===== src/rtl/dmem_pkg.sv =====
// Shared types and helpers for the data-memory arbiter and the load realignment path.
package dmem_pkg;

  typedef enum logic [1:0] {
    SZ_B = 2'd0,
    SZ_H = 2'd1,
    SZ_W = 2'd2
  } size_e;

  typedef enum logic {
    OWN_CPU = 1'b0,
    OWN_AUX = 1'b1
  } owner_e;

  // Everything the response stage needs to know about the access issued last cycle
  typedef struct packed {
    owner_e     owner;
    logic [1:0] off;
    size_e      size;
    logic       uns;
    logic       we;
    logic       err;
    logic       valid;
  } resp_tag_t;

  // Encoding 3 on the request bus is treated as a full word
  function automatic size_e decode_size(input logic [1:0] raw);
    case (raw)
      2'd0:    return SZ_B;
      2'd1:    return SZ_H;
      default: return SZ_W;
    endcase
  endfunction

  function automatic logic misaligned(input size_e sz, input logic [1:0] off);
    case (sz)
      SZ_B:    return 1'b0;
      SZ_H:    return off[0];
      default: return off != 2'd0;
    endcase
  endfunction

  function automatic logic [3:0] lane_mask(input size_e sz, input logic [1:0] off);
    case (sz)
      SZ_B:    return 4'b0001 << off;
      SZ_H:    return off[1] ? 4'b1100 : 4'b0011;
      default: return 4'b1111;
    endcase
  endfunction

endpackage


===== src/rtl/dmem_arbiter_if.sv =====
// Request/response bundle for the CPU and aux requesters plus the four byte banks.
interface dmem_arbiter_if #(
  parameter int ADDR_W = 16
);

  logic              cpu_req;
  logic              cpu_we;
  logic [ADDR_W-1:0] cpu_addr;
  logic [1:0]        cpu_size;
  logic              cpu_unsigned;
  logic [31:0]       cpu_wdata;
  logic              cpu_gnt;
  logic              cpu_rvalid;
  logic [31:0]       cpu_rdata;
  logic              cpu_err;

  logic              aux_req;
  logic              aux_we;
  logic [ADDR_W-1:0] aux_addr;
  logic [31:0]       aux_wdata;
  logic              aux_gnt;
  logic              aux_rvalid;
  logic [31:0]       aux_rdata;

  logic [ADDR_W-3:0] bank_addr;
  logic [3:0]        bank_re;
  logic [3:0]        bank_we;
  logic [31:0]       bank_wdata;
  logic [31:0]       bank_rdata;

  modport slave (
    input  cpu_req, cpu_we, cpu_addr, cpu_size, cpu_unsigned, cpu_wdata,
    output cpu_gnt, cpu_rvalid, cpu_rdata, cpu_err,
    input  aux_req, aux_we, aux_addr, aux_wdata,
    output aux_gnt, aux_rvalid, aux_rdata,
    output bank_addr, bank_re, bank_we, bank_wdata,
    input  bank_rdata
  );

  modport master (
    output cpu_req, cpu_we, cpu_addr, cpu_size, cpu_unsigned, cpu_wdata,
    input  cpu_gnt, cpu_rvalid, cpu_rdata, cpu_err,
    output aux_req, aux_we, aux_addr, aux_wdata,
    input  aux_gnt, aux_rvalid, aux_rdata,
    input  bank_addr, bank_re, bank_we, bank_wdata,
    output bank_rdata
  );

endinterface


===== src/rtl/dmem_load_align.sv =====
// Picks the addressed byte/half out of a bank word and sign- or zero-extends it.
module dmem_load_align
  import dmem_pkg::*;
(
  input  logic [31:0] rdata_i,
  input  logic [1:0]  off_i,
  input  size_e       size_i,
  input  logic        uns_i,
  output logic [31:0] data_o
);

  logic [7:0]  byte_sel;
  logic [15:0] half_sel;

  always_comb begin
    byte_sel = 8'h00;
    case (off_i)
      2'd0: byte_sel = rdata_i[7:0];
      2'd1: byte_sel = rdata_i[15:8];
      2'd2: byte_sel = rdata_i[23:16];
      2'd3: byte_sel = rdata_i[31:24];
      default: byte_sel = 8'h00;
    endcase
    half_sel = off_i[1] ? rdata_i[31:16] : rdata_i[15:0];
  end

  always_comb begin
    data_o = rdata_i;
    case (size_i)
      SZ_B:    data_o = {{24{~uns_i & byte_sel[7]}}, byte_sel};
      SZ_H:    data_o = {{16{~uns_i & half_sel[15]}}, half_sel};
      default: data_o = rdata_i;
    endcase
  end

endmodule


===== src/rtl/dmem_arbiter.sv =====
// Two-requester arbiter for the byte-banked data memory with starvation guard,
// lane strobe generation and a one-deep response pipeline.
module dmem_arbiter
  import dmem_pkg::*;
#(
  parameter int ADDR_W     = 16,
  parameter int STARVE_LIM = 4
) (
  input logic           clk,
  input logic           rst_n,
  dmem_arbiter_if.slave bus
);

  localparam logic [3:0] STARVE_MAX = 4'(STARVE_LIM);

  logic [3:0]  starve_q, starve_d;
  resp_tag_t   resp_q, resp_d;

  size_e       cpu_size;
  logic [1:0]  cpu_off;
  logic        cpu_mis;
  logic        aux_force;
  logic        cpu_gnt;
  logic        aux_gnt;
  logic [3:0]  cpu_lanes;
  logic [31:0] cpu_wdata_rep;
  logic [31:0] load_data;
  logic        cpu_v;
  logic        aux_v;
  logic        unused_aux_off;

  assign cpu_size  = decode_size(bus.cpu_size);
  assign cpu_off   = bus.cpu_addr[1:0];
  assign cpu_mis   = misaligned(cpu_size, cpu_off);
  assign cpu_lanes = cpu_mis ? 4'b0000 : lane_mask(cpu_size, cpu_off);

  // Aux only overrides a competing CPU request once the guard has tripped
  assign aux_force = bus.aux_req && (starve_q == STARVE_MAX);
  assign cpu_gnt   = bus.cpu_req && !aux_force;
  assign aux_gnt   = bus.aux_req && !cpu_gnt;

  assign bus.cpu_gnt = cpu_gnt;
  assign bus.aux_gnt = aux_gnt;

  // Aux is word-only; its low address bits carry no meaning
  assign unused_aux_off = ^bus.aux_addr[1:0];

  always_comb begin
    case (cpu_size)
      SZ_B:    cpu_wdata_rep = {4{bus.cpu_wdata[7:0]}};
      SZ_H:    cpu_wdata_rep = {2{bus.cpu_wdata[15:0]}};
      default: cpu_wdata_rep = bus.cpu_wdata;
    endcase
  end

  always_comb begin
    bus.bank_addr  = '0;
    bus.bank_wdata = '0;
    bus.bank_re    = 4'b0000;
    bus.bank_we    = 4'b0000;
    if (cpu_gnt) begin
      bus.bank_addr  = bus.cpu_addr[ADDR_W-1:2];
      bus.bank_wdata = cpu_wdata_rep;
      if (bus.cpu_we) bus.bank_we = cpu_lanes;
      else            bus.bank_re = cpu_lanes;
    end else if (aux_gnt) begin
      bus.bank_addr  = bus.aux_addr[ADDR_W-1:2];
      bus.bank_wdata = bus.aux_wdata;
      if (bus.aux_we) bus.bank_we = 4'b1111;
      else            bus.bank_re = 4'b1111;
    end
  end

  always_comb begin
    starve_d = starve_q;
    if (!bus.aux_req || aux_gnt) begin
      starve_d = 4'd0;
    end else if (cpu_gnt && starve_q != STARVE_MAX) begin
      starve_d = starve_q + 4'd1;
    end
  end

  always_comb begin
    resp_d       = '0;
    resp_d.valid = cpu_gnt | aux_gnt;
    if (cpu_gnt) begin
      resp_d.owner = OWN_CPU;
      resp_d.off   = cpu_off;
      resp_d.size  = cpu_size;
      resp_d.uns   = bus.cpu_unsigned;
      resp_d.we    = bus.cpu_we;
      resp_d.err   = cpu_mis;
    end else if (aux_gnt) begin
      resp_d.owner = OWN_AUX;
      resp_d.size  = SZ_W;
      resp_d.we    = bus.aux_we;
    end
  end

  always_ff @(posedge clk) begin
    if (!rst_n) begin
      starve_q <= 4'd0;
      resp_q   <= '0;
    end else begin
      starve_q <= starve_d;
      resp_q   <= resp_d;
    end
  end

  dmem_load_align u_align (
    .rdata_i (bus.bank_rdata),
    .off_i   (resp_q.off),
    .size_i  (resp_q.size),
    .uns_i   (resp_q.uns),
    .data_o  (load_data)
  );

  assign cpu_v = resp_q.valid && (resp_q.owner == OWN_CPU);
  assign aux_v = resp_q.valid && (resp_q.owner == OWN_AUX);

  // Data is forced to zero for stores, errors and idle cycles
  assign bus.cpu_rvalid = cpu_v;
  assign bus.cpu_err    = cpu_v && resp_q.err;
  assign bus.cpu_rdata  = (cpu_v && !resp_q.err && !resp_q.we) ? load_data : 32'h0;
  assign bus.aux_rvalid = aux_v;
  assign bus.aux_rdata  = (aux_v && !resp_q.we) ? bus.bank_rdata : 32'h0;

endmodule


===== src/flat_wrapper.sv =====
// flat-port wrapper written by rule: the top's interface ports become plain ports
module dmem_arbiter_flat import dmem_pkg::*;
#(
  parameter int ADDR_W     = 16,
  parameter int STARVE_LIM = 4
)
  (clk, rst_n, bus_cpu_req, bus_cpu_we, bus_cpu_addr, bus_cpu_size, bus_cpu_unsigned, bus_cpu_wdata, bus_cpu_gnt, bus_cpu_rvalid, bus_cpu_rdata, bus_cpu_err, bus_aux_req, bus_aux_we, bus_aux_addr, bus_aux_wdata, bus_aux_gnt, bus_aux_rvalid, bus_aux_rdata, bus_bank_addr, bus_bank_re, bus_bank_we, bus_bank_wdata, bus_bank_rdata);
  dmem_arbiter_if #(.ADDR_W(ADDR_W)) bus_i ();
  input logic clk;
  input logic rst_n;
  input wire logic [$bits(bus_i.cpu_req)-1:0] bus_cpu_req;
  input wire logic [$bits(bus_i.cpu_we)-1:0] bus_cpu_we;
  input wire logic [$bits(bus_i.cpu_addr)-1:0] bus_cpu_addr;
  input wire logic [$bits(bus_i.cpu_size)-1:0] bus_cpu_size;
  input wire logic [$bits(bus_i.cpu_unsigned)-1:0] bus_cpu_unsigned;
  input wire logic [$bits(bus_i.cpu_wdata)-1:0] bus_cpu_wdata;
  output wire logic [$bits(bus_i.cpu_gnt)-1:0] bus_cpu_gnt;
  output wire logic [$bits(bus_i.cpu_rvalid)-1:0] bus_cpu_rvalid;
  output wire logic [$bits(bus_i.cpu_rdata)-1:0] bus_cpu_rdata;
  output wire logic [$bits(bus_i.cpu_err)-1:0] bus_cpu_err;
  input wire logic [$bits(bus_i.aux_req)-1:0] bus_aux_req;
  input wire logic [$bits(bus_i.aux_we)-1:0] bus_aux_we;
  input wire logic [$bits(bus_i.aux_addr)-1:0] bus_aux_addr;
  input wire logic [$bits(bus_i.aux_wdata)-1:0] bus_aux_wdata;
  output wire logic [$bits(bus_i.aux_gnt)-1:0] bus_aux_gnt;
  output wire logic [$bits(bus_i.aux_rvalid)-1:0] bus_aux_rvalid;
  output wire logic [$bits(bus_i.aux_rdata)-1:0] bus_aux_rdata;
  output wire logic [$bits(bus_i.bank_addr)-1:0] bus_bank_addr;
  output wire logic [$bits(bus_i.bank_re)-1:0] bus_bank_re;
  output wire logic [$bits(bus_i.bank_we)-1:0] bus_bank_we;
  output wire logic [$bits(bus_i.bank_wdata)-1:0] bus_bank_wdata;
  input wire logic [$bits(bus_i.bank_rdata)-1:0] bus_bank_rdata;
  assign bus_i.cpu_req = bus_cpu_req;
  assign bus_i.cpu_we = bus_cpu_we;
  assign bus_i.cpu_addr = bus_cpu_addr;
  assign bus_i.cpu_size = bus_cpu_size;
  assign bus_i.cpu_unsigned = bus_cpu_unsigned;
  assign bus_i.cpu_wdata = bus_cpu_wdata;
  assign bus_cpu_gnt = bus_i.cpu_gnt;
  assign bus_cpu_rvalid = bus_i.cpu_rvalid;
  assign bus_cpu_rdata = bus_i.cpu_rdata;
  assign bus_cpu_err = bus_i.cpu_err;
  assign bus_i.aux_req = bus_aux_req;
  assign bus_i.aux_we = bus_aux_we;
  assign bus_i.aux_addr = bus_aux_addr;
  assign bus_i.aux_wdata = bus_aux_wdata;
  assign bus_aux_gnt = bus_i.aux_gnt;
  assign bus_aux_rvalid = bus_i.aux_rvalid;
  assign bus_aux_rdata = bus_i.aux_rdata;
  assign bus_bank_addr = bus_i.bank_addr;
  assign bus_bank_re = bus_i.bank_re;
  assign bus_bank_we = bus_i.bank_we;
  assign bus_bank_wdata = bus_i.bank_wdata;
  assign bus_i.bank_rdata = bus_bank_rdata;
  dmem_arbiter #(.ADDR_W(ADDR_W), .STARVE_LIM(STARVE_LIM)) u_core (.clk(clk), .rst_n(rst_n), .bus(bus_i));
endmodule

===== config.mk =====
export PLATFORM = sky130hd
export DESIGN_NAME = dmem_arbiter_flat
export DESIGN_NICKNAME = d
export VERILOG_FILES = /design/src/rtl/dmem_pkg.sv /design/src/rtl/dmem_arbiter_if.sv /design/src/rtl/dmem_load_align.sv /design/src/rtl/dmem_arbiter.sv /design/src/flat_wrapper.sv
export SDC_FILE = /design/constraint.sdc
export NUM_CORES = 1
export LEC_CHECK = 0
export CAP_MARGIN = 20
export CORE_ASPECT_RATIO = 1.75
export CORE_MARGIN = 10
export CORE_UTILIZATION = 32
export CTS_CLUSTER_SIZE = 16
export DETAILED_ROUTE_END_ITERATION = 7
export PLACE_DENSITY = 0.86
export SLEW_MARGIN = 20
export SYNTH_ARGS = -nofsm -noshare
export SYNTH_HDL_FRONTEND = slang
export SYNTH_SLANG_ARGS = --single-unit
export TNS_END_PERCENT = 5

===== constraint.sdc =====
create_clock -name clk -period 4.64 [get_ports clk]
set_clock_uncertainty 0.1 [all_clocks]
set_input_delay 0.696 -clock clk [delete_from_list [all_inputs] [get_ports clk]]
set_output_delay 0.696 -clock clk [all_outputs]
set_load 0.1 [all_outputs]

Word-level counts from Yosys, hierarchy flattened
Index checks and enable logic that the tools add are counted.
{"block": "classes", "n_eq_ne": 8, "reduce_logical": 24, "addsub": 1, "bitwise_logic": 6, "shift": 1, "n_mux": 28}
{"cell": "32-bit two-way mux", "n": 4}
{"cell": "32-bit case mux with 2 select lines", "n": 2}
{"cell": "4-bit two-way mux", "n": 10}
{"cell": "8-bit case mux with 4 select lines", "n": 1}
{"cell": "14-bit two-way mux", "n": 2}
{"cell": "16-bit two-way mux", "n": 1}
{"cell": "1-bit logical AND", "n": 10}
{"cell": "2-bit by 1-bit == test with 1-bit output, second input constant", "n": 4}
{"cell": "2-bit logical NOT", "n": 4}
{"cell": "4-bit case mux with 2 select lines", "n": 1}
{"cell": "1-bit logical NOT", "n": 5}
{"cell": "4-bit by 1-bit adder with 4-bit output, second input constant", "n": 1}
{"cell": "2-bit == test, second input constant", "n": 2}
{"cell": "4-bit by 3-bit == test with 1-bit output, second input constant", "n": 1}
{"cell": "2-bit two-way mux", "n": 2}
{"cell": "4-bit by 3-bit inequality test with 1-bit output, second input constant", "n": 1}
{"cell": "2-bit case mux with 2 select lines", "n": 1}
{"cell": "2-bit OR reduction", "n": 2}
{"cell": "1-bit by 2-bit left shift with 4-bit output, first input constant", "n": 1}
{"cell": "1-bit two-way mux", "n": 3}
{"cell": "1-bit inverter", "n": 3}
{"cell": "1-bit bitwise AND", "n": 2}
{"cell": "1-bit case mux with 2 select lines", "n": 1}
{"cell": "2-bit AND reduction", "n": 1}
{"cell": "3 further kinds", "n": 3}
{"block": "word_totals", "inputBits": 137, "ff_bits": 13, "word_cells": 76, "out_inout_bits": 123}

Longest topological paths before layout
{"block": "depth", "ltp_word": 8, "ltp_mapped": 10, "mapped_depth_nobuf": 8}

Hierarchy
A second synthesis with hierarchy kept.
{"block": "hier_totals", "cells_unflattened": 378, "hier_area_um2": 2935.3}
{"mod": "dmem_arbiter", "cells_each": 245, "n_inst": 1, "area_per_inst_um2": 1951.9}
{"mod": "dmem_load_align", "cells_each": 133, "n_inst": 1, "area_per_inst_um2": 983.4}

Least setup slack after synthesis
OpenSTA, ideal clock, no wires.
{"block": "synth_path", "path_type": "register -> output", "start": "register u_core.resp_q[8] (netlist bit)", "end": "output port bus_cpu_rdata[0]", "arrival_time_ps": 5709, "setup_slack_ps": -1865, "n_path_buf": 1, "stages_incl_launch_ff": 4, "required_time_ps": 3844, "cell_sequence": "dfxtp_1 > or4b_4 > buf_2 > a2111oi_0"}
{"block": "synth_via", "elab_chain_len": 5}
{"element": "start, declared", "line_no": "dmem_arbiter.sv:17", "rtl": "resp_tag_t resp_q, resp_d;"}
{"element": "start signal, assigned", "line_no": "dmem_arbiter.sv:106", "rtl": "resp_q <= resp_d;"}
{"element": "1-bit inverter", "line_no": "dmem_arbiter.sv:118", "rtl": "assign cpu_v = resp_q.valid && (resp_q.owner == OWN_CPU);"}
{"element": "1-bit logical AND", "line_no": "dmem_arbiter.sv:118"}
{"element": "1-bit logical AND (2 in a row)", "line_no": "dmem_arbiter.sv:124", "rtl": "assign bus.cpu_rdata = (cpu_v && !resp_q.err && !resp_q.we) ? load_data : 32'h0;"}
{"element": "32-bit two-way mux", "line_no": "dmem_arbiter.sv:124"}
{"element": "end, declared", "line_no": "flat_wrapper.sv:19", "rtl": "output wire logic [$bits(bus_i.cpu_rdata)-1:0] bus_cpu_rdata;"}
No other way between the ends.

Final worst setup path
{"block": "layout_path", "start": "input port bus_bank_rdata[15]", "end": "output port bus_cpu_rdata[23]"}
{"block": "layout_via", "elab_chain_len": 4, "elab_cells_between_ends": 6}
{"element": "start, declared", "line_no": "flat_wrapper.sv:32", "rtl": "input wire logic [$bits(bus_i.bank_rdata)-1:0] bus_bank_rdata;"}
{"element": "8-bit case mux with 4 select lines / 16-bit two-way mux (equally long branches)", "line_no": "dmem_load_align.sv:17, dmem_load_align.sv:24"}
{"element": "1-bit bitwise AND (on tied branches)", "line_no": "dmem_load_align.sv:30, dmem_load_align.sv:31"}
{"element": "32-bit case mux with 2 select lines *", "line_no": "dmem_load_align.sv:29", "rtl": "case (size_i)"}
{"element": "32-bit two-way mux *", "line_no": "dmem_arbiter.sv:124"}
Every way passes the cells marked *; elsewhere a longest branch is shown, timed or not.

==> impl_metrics.ini <==
[outcome]
status = completed

[route]
wl_met1_mm = 4.57
drt-wirelength-per-cell_um = 22.4
postRouteAntennaNets = 0
wl_met2_mm = 7.87
drt-total-wl_mm = 15.4
drcViolationCount = 0
firstDrtPassIters = 5
highest_layer = met4
vias_per_cell = 5.57
met3_length_mm = 2.50
vias = 3826
drtIter0Drc = 116

[sta]
slew_headroom_pct = 32.7
worstMarginPinSlew_ns = 1.01
finalSetupViolCount = 0
hold_slack_ns = 0.375
max_freq_mhz = 266
rsz0062_at_grt = no
maxSlewViolCount = 0
min_period_over_period_pct = 81.0
finalHoldViolations = 0
fin_crit_ns = 3.76

[logic_synthesis]
syn-num-nets = 502
synth.area.top_cells = dfxtp_1 (10%), mux2i_1 (10%), and2_1 (8.0%)
synth_simple_gate_area_share_pct = 31.6
syn_inst = 363
synth_top_family_by_area = simple AND/OR/NAND/NOR gates
ys_ff_latch = 13
synthMuxAreaShare_pct = 18.2
synth_top_area_share_pct = 10.4
synthXorXnorAreaFrac_pct = 0.700
synthesis.area_mm2 = 0.00250
yosysUniqueCellTypes = 44
synth_compound_gate_area_share_pct = 29.6
synth.avg_cell_area_um2 = 6.89
seq_area_frac_synth_pct = 10.4
synth_top_area_cell = dfxtp_1
ys_warn_count = 0
yosys.area_share.adder_pct = 1.00

[cells_and_area]
syn_to_final_growth_pct = 115
final_common_cell = clkdlybuf4s50_1
nets = 737
final_cell_mix = clkdlybuf4s50_1 (149), buf_4 (77), nor2_1 (46), nand2_1 (40), buf_12 (39)
final_util_pct = 70.7
fin_cells = 687
drive_gt1_share_pct = 22.8

[clocking]
cts_tree = yes
htreeDepth = 1
cts_resized = 0
root_buffer = clkbuf_16
insertion_delay_ns = 0.24
cts_hold_buf = 0
numCtsBuffers = 3
path_clk_slew_ns = 0.04
postCtsSetupRepairBufs = 0
clk_path_buf_depth = 2
numClockSinks = 13

[floorplanning]
initial_core_util_pct = 32.8
design.core.area_mm2 = 0.00762
die_w_um = 86.8
std_cell_rows = 42
num_io_pins = 260
dieArea_mm2 = 0.0119
die_h_um = 137

[placed_design]
port_buffers = 257
hpwl_mm = 13.3
dp.cells = 681
place.gp.congestion = 0.951

[setup_path]
critical_path.cell_chain = clkdlybuf4s50_1, mux2_4, and3_4, a2111oi_4, a211oi_1, buf_4
cp_data_required_time_ns = 3.84
setup.worst_path.start_class = input port
cpLargestDelayFamily = compound AO/OA/AOI/OAI gates
arrival_ns = 2.96
critPathMaxStageDelay_ns = 0.78
critPathKind = in -> out
crit_path_top_delay_cell = a2111oi_4
critPathBufInv = 2
end_kind = output pin
critPathMaxFanout = 16

[global_routing]
grt_pass1_vias = 4045
grt-ovfl-total = 0
grt_util_all_layers_pct = 24.2
grt_pass1_wl_mm = 22.7
grt_max_degree = 49
antenna_found_initial = 2

[hold_path]
hold_class = reg -> reg

[pwr]
p_leak_nw = 2.28
powerDensity_mw_per_mm2 = 232
ir_drop_mv = 0.143

[job]
maxCapViolations = 0
## worst paths after layout
kind,start,cells past startpoint,slack [ns],to
worst min register to register,u_core.starve_q[0],1,0.37,u_core.starve_q[0]
worst max-delay path,bus_bank_rdata[15],6,0.88,bus_cpu_rdata[23]
worst min-delay path,u_core.starve_q[0],1,0.37,u_core.starve_q[0]
worst max register to register,u_core.starve_q[0],7,2.78,u_core.resp_q[3]
## flip-flops by register name, indices dropped and copies added (netlist names)
| name | cells |
|---|---|
| u_core.starve_q | 4 |
| u_core.resp_q | 9 |
## cell type report
type                    count  area, um2
well taps                  88        110
fillers                   630       2240
diodes                      2       5.00
multi-input cells         304       2040
repair buffers            265       2850
inverters                  11       41.3
clock buffers               4       78.8
flip-flops and latches     13        260
## per-stage QoR
stage / setup TNS, ns / worst slack [ns] / power, W / instance area, um2
floorplan: -3.49 / -0.498 / 0.000743 / 2510
global placement: 0 / 0.945 / 0.00109 / 5300
detailed placement: 0 / 0.895 / 0.00109 / 5300
CTS: 0 / 0.892 / 0.00126 / 5380
global route: 0 / 0.806 / 0.00130 / 5380
finish: 0 / 0.881 / 0.00125 / 5380
## Yosys cell counts
library cell  count
buf_1             2
o21a_1            2
clkbuf_1         19
and3_1            3
a31oi_1           1
buf_4             1
nor2_1           46
nand4_1           2
o22ai_1          17
xnor2_1           2
mux2i_1          26
mux2_4            1
or4b_4            1
and2_1           32
nor2b_1           2
nor3b_1           2
o21ai_1           1
nand3b_1          2
a21oi_1          13
or3_1             1
nor2_2            2
o211a_1           7
o32ai_1           2
a221oi_1          1
o31ai_1           2
nand2b_1          3
a2111oi_0         7
nor3_1           20
buf_2            10
ha_1              2
and3_4            1
a22o_1           22
inv_1            11
mux4_2            8
a211oi_1          1
nor3_4            1
or2_2             1
o21ai_0          27
or3b_2            1
a2111oi_4         1
buf_6             3
a21boi_0          1
dfxtp_1          13
nand2_1          40
## power by group
part	total, W	leakage [nW]	switching, W	internal [W]
registers	0.000124	0.107	0.00000803	0.000116
logic	0.000967	2.14	0.000650	0.000317
clock network	0.000160	0.0382	0.0000443	0.000116
total	0.00125	2.28	0.000702	0.000549
## layer usage
metal | vias up | GRT usage [%]
met5 | - | 0
met4 | 0 | 8.77
met3 | 19 | 13.3
met2 | 283 | 44.4
met1 | 1731 | 21.2
li1 | 1793 | -
## worst reg2reg max path, cell delays in order (launching register included)
cell and delay [ns]:
dfxtp_1 0.38, inv_1 0.06, ha_1 0.21, nand3b_1 0.16, o21ai_1 0.10, inv_1 0.30
buf_4 0.33, and3_1 0.18
## cell families after synthesis
| kind of cell | Yosys count |
|---|---|
| XOR/XNOR | 2 |
| buffers and inverters | 46 |
| adder cells (fa/ha/maj) | 2 |
| flip-flops | 13 |
| multiplexers | 35 |
| AND/OR/NAND/NOR | 160 |
| AO/OA/AOI/OAI | 105 |
Note: power is estimated with default switching activity, not from simulation.
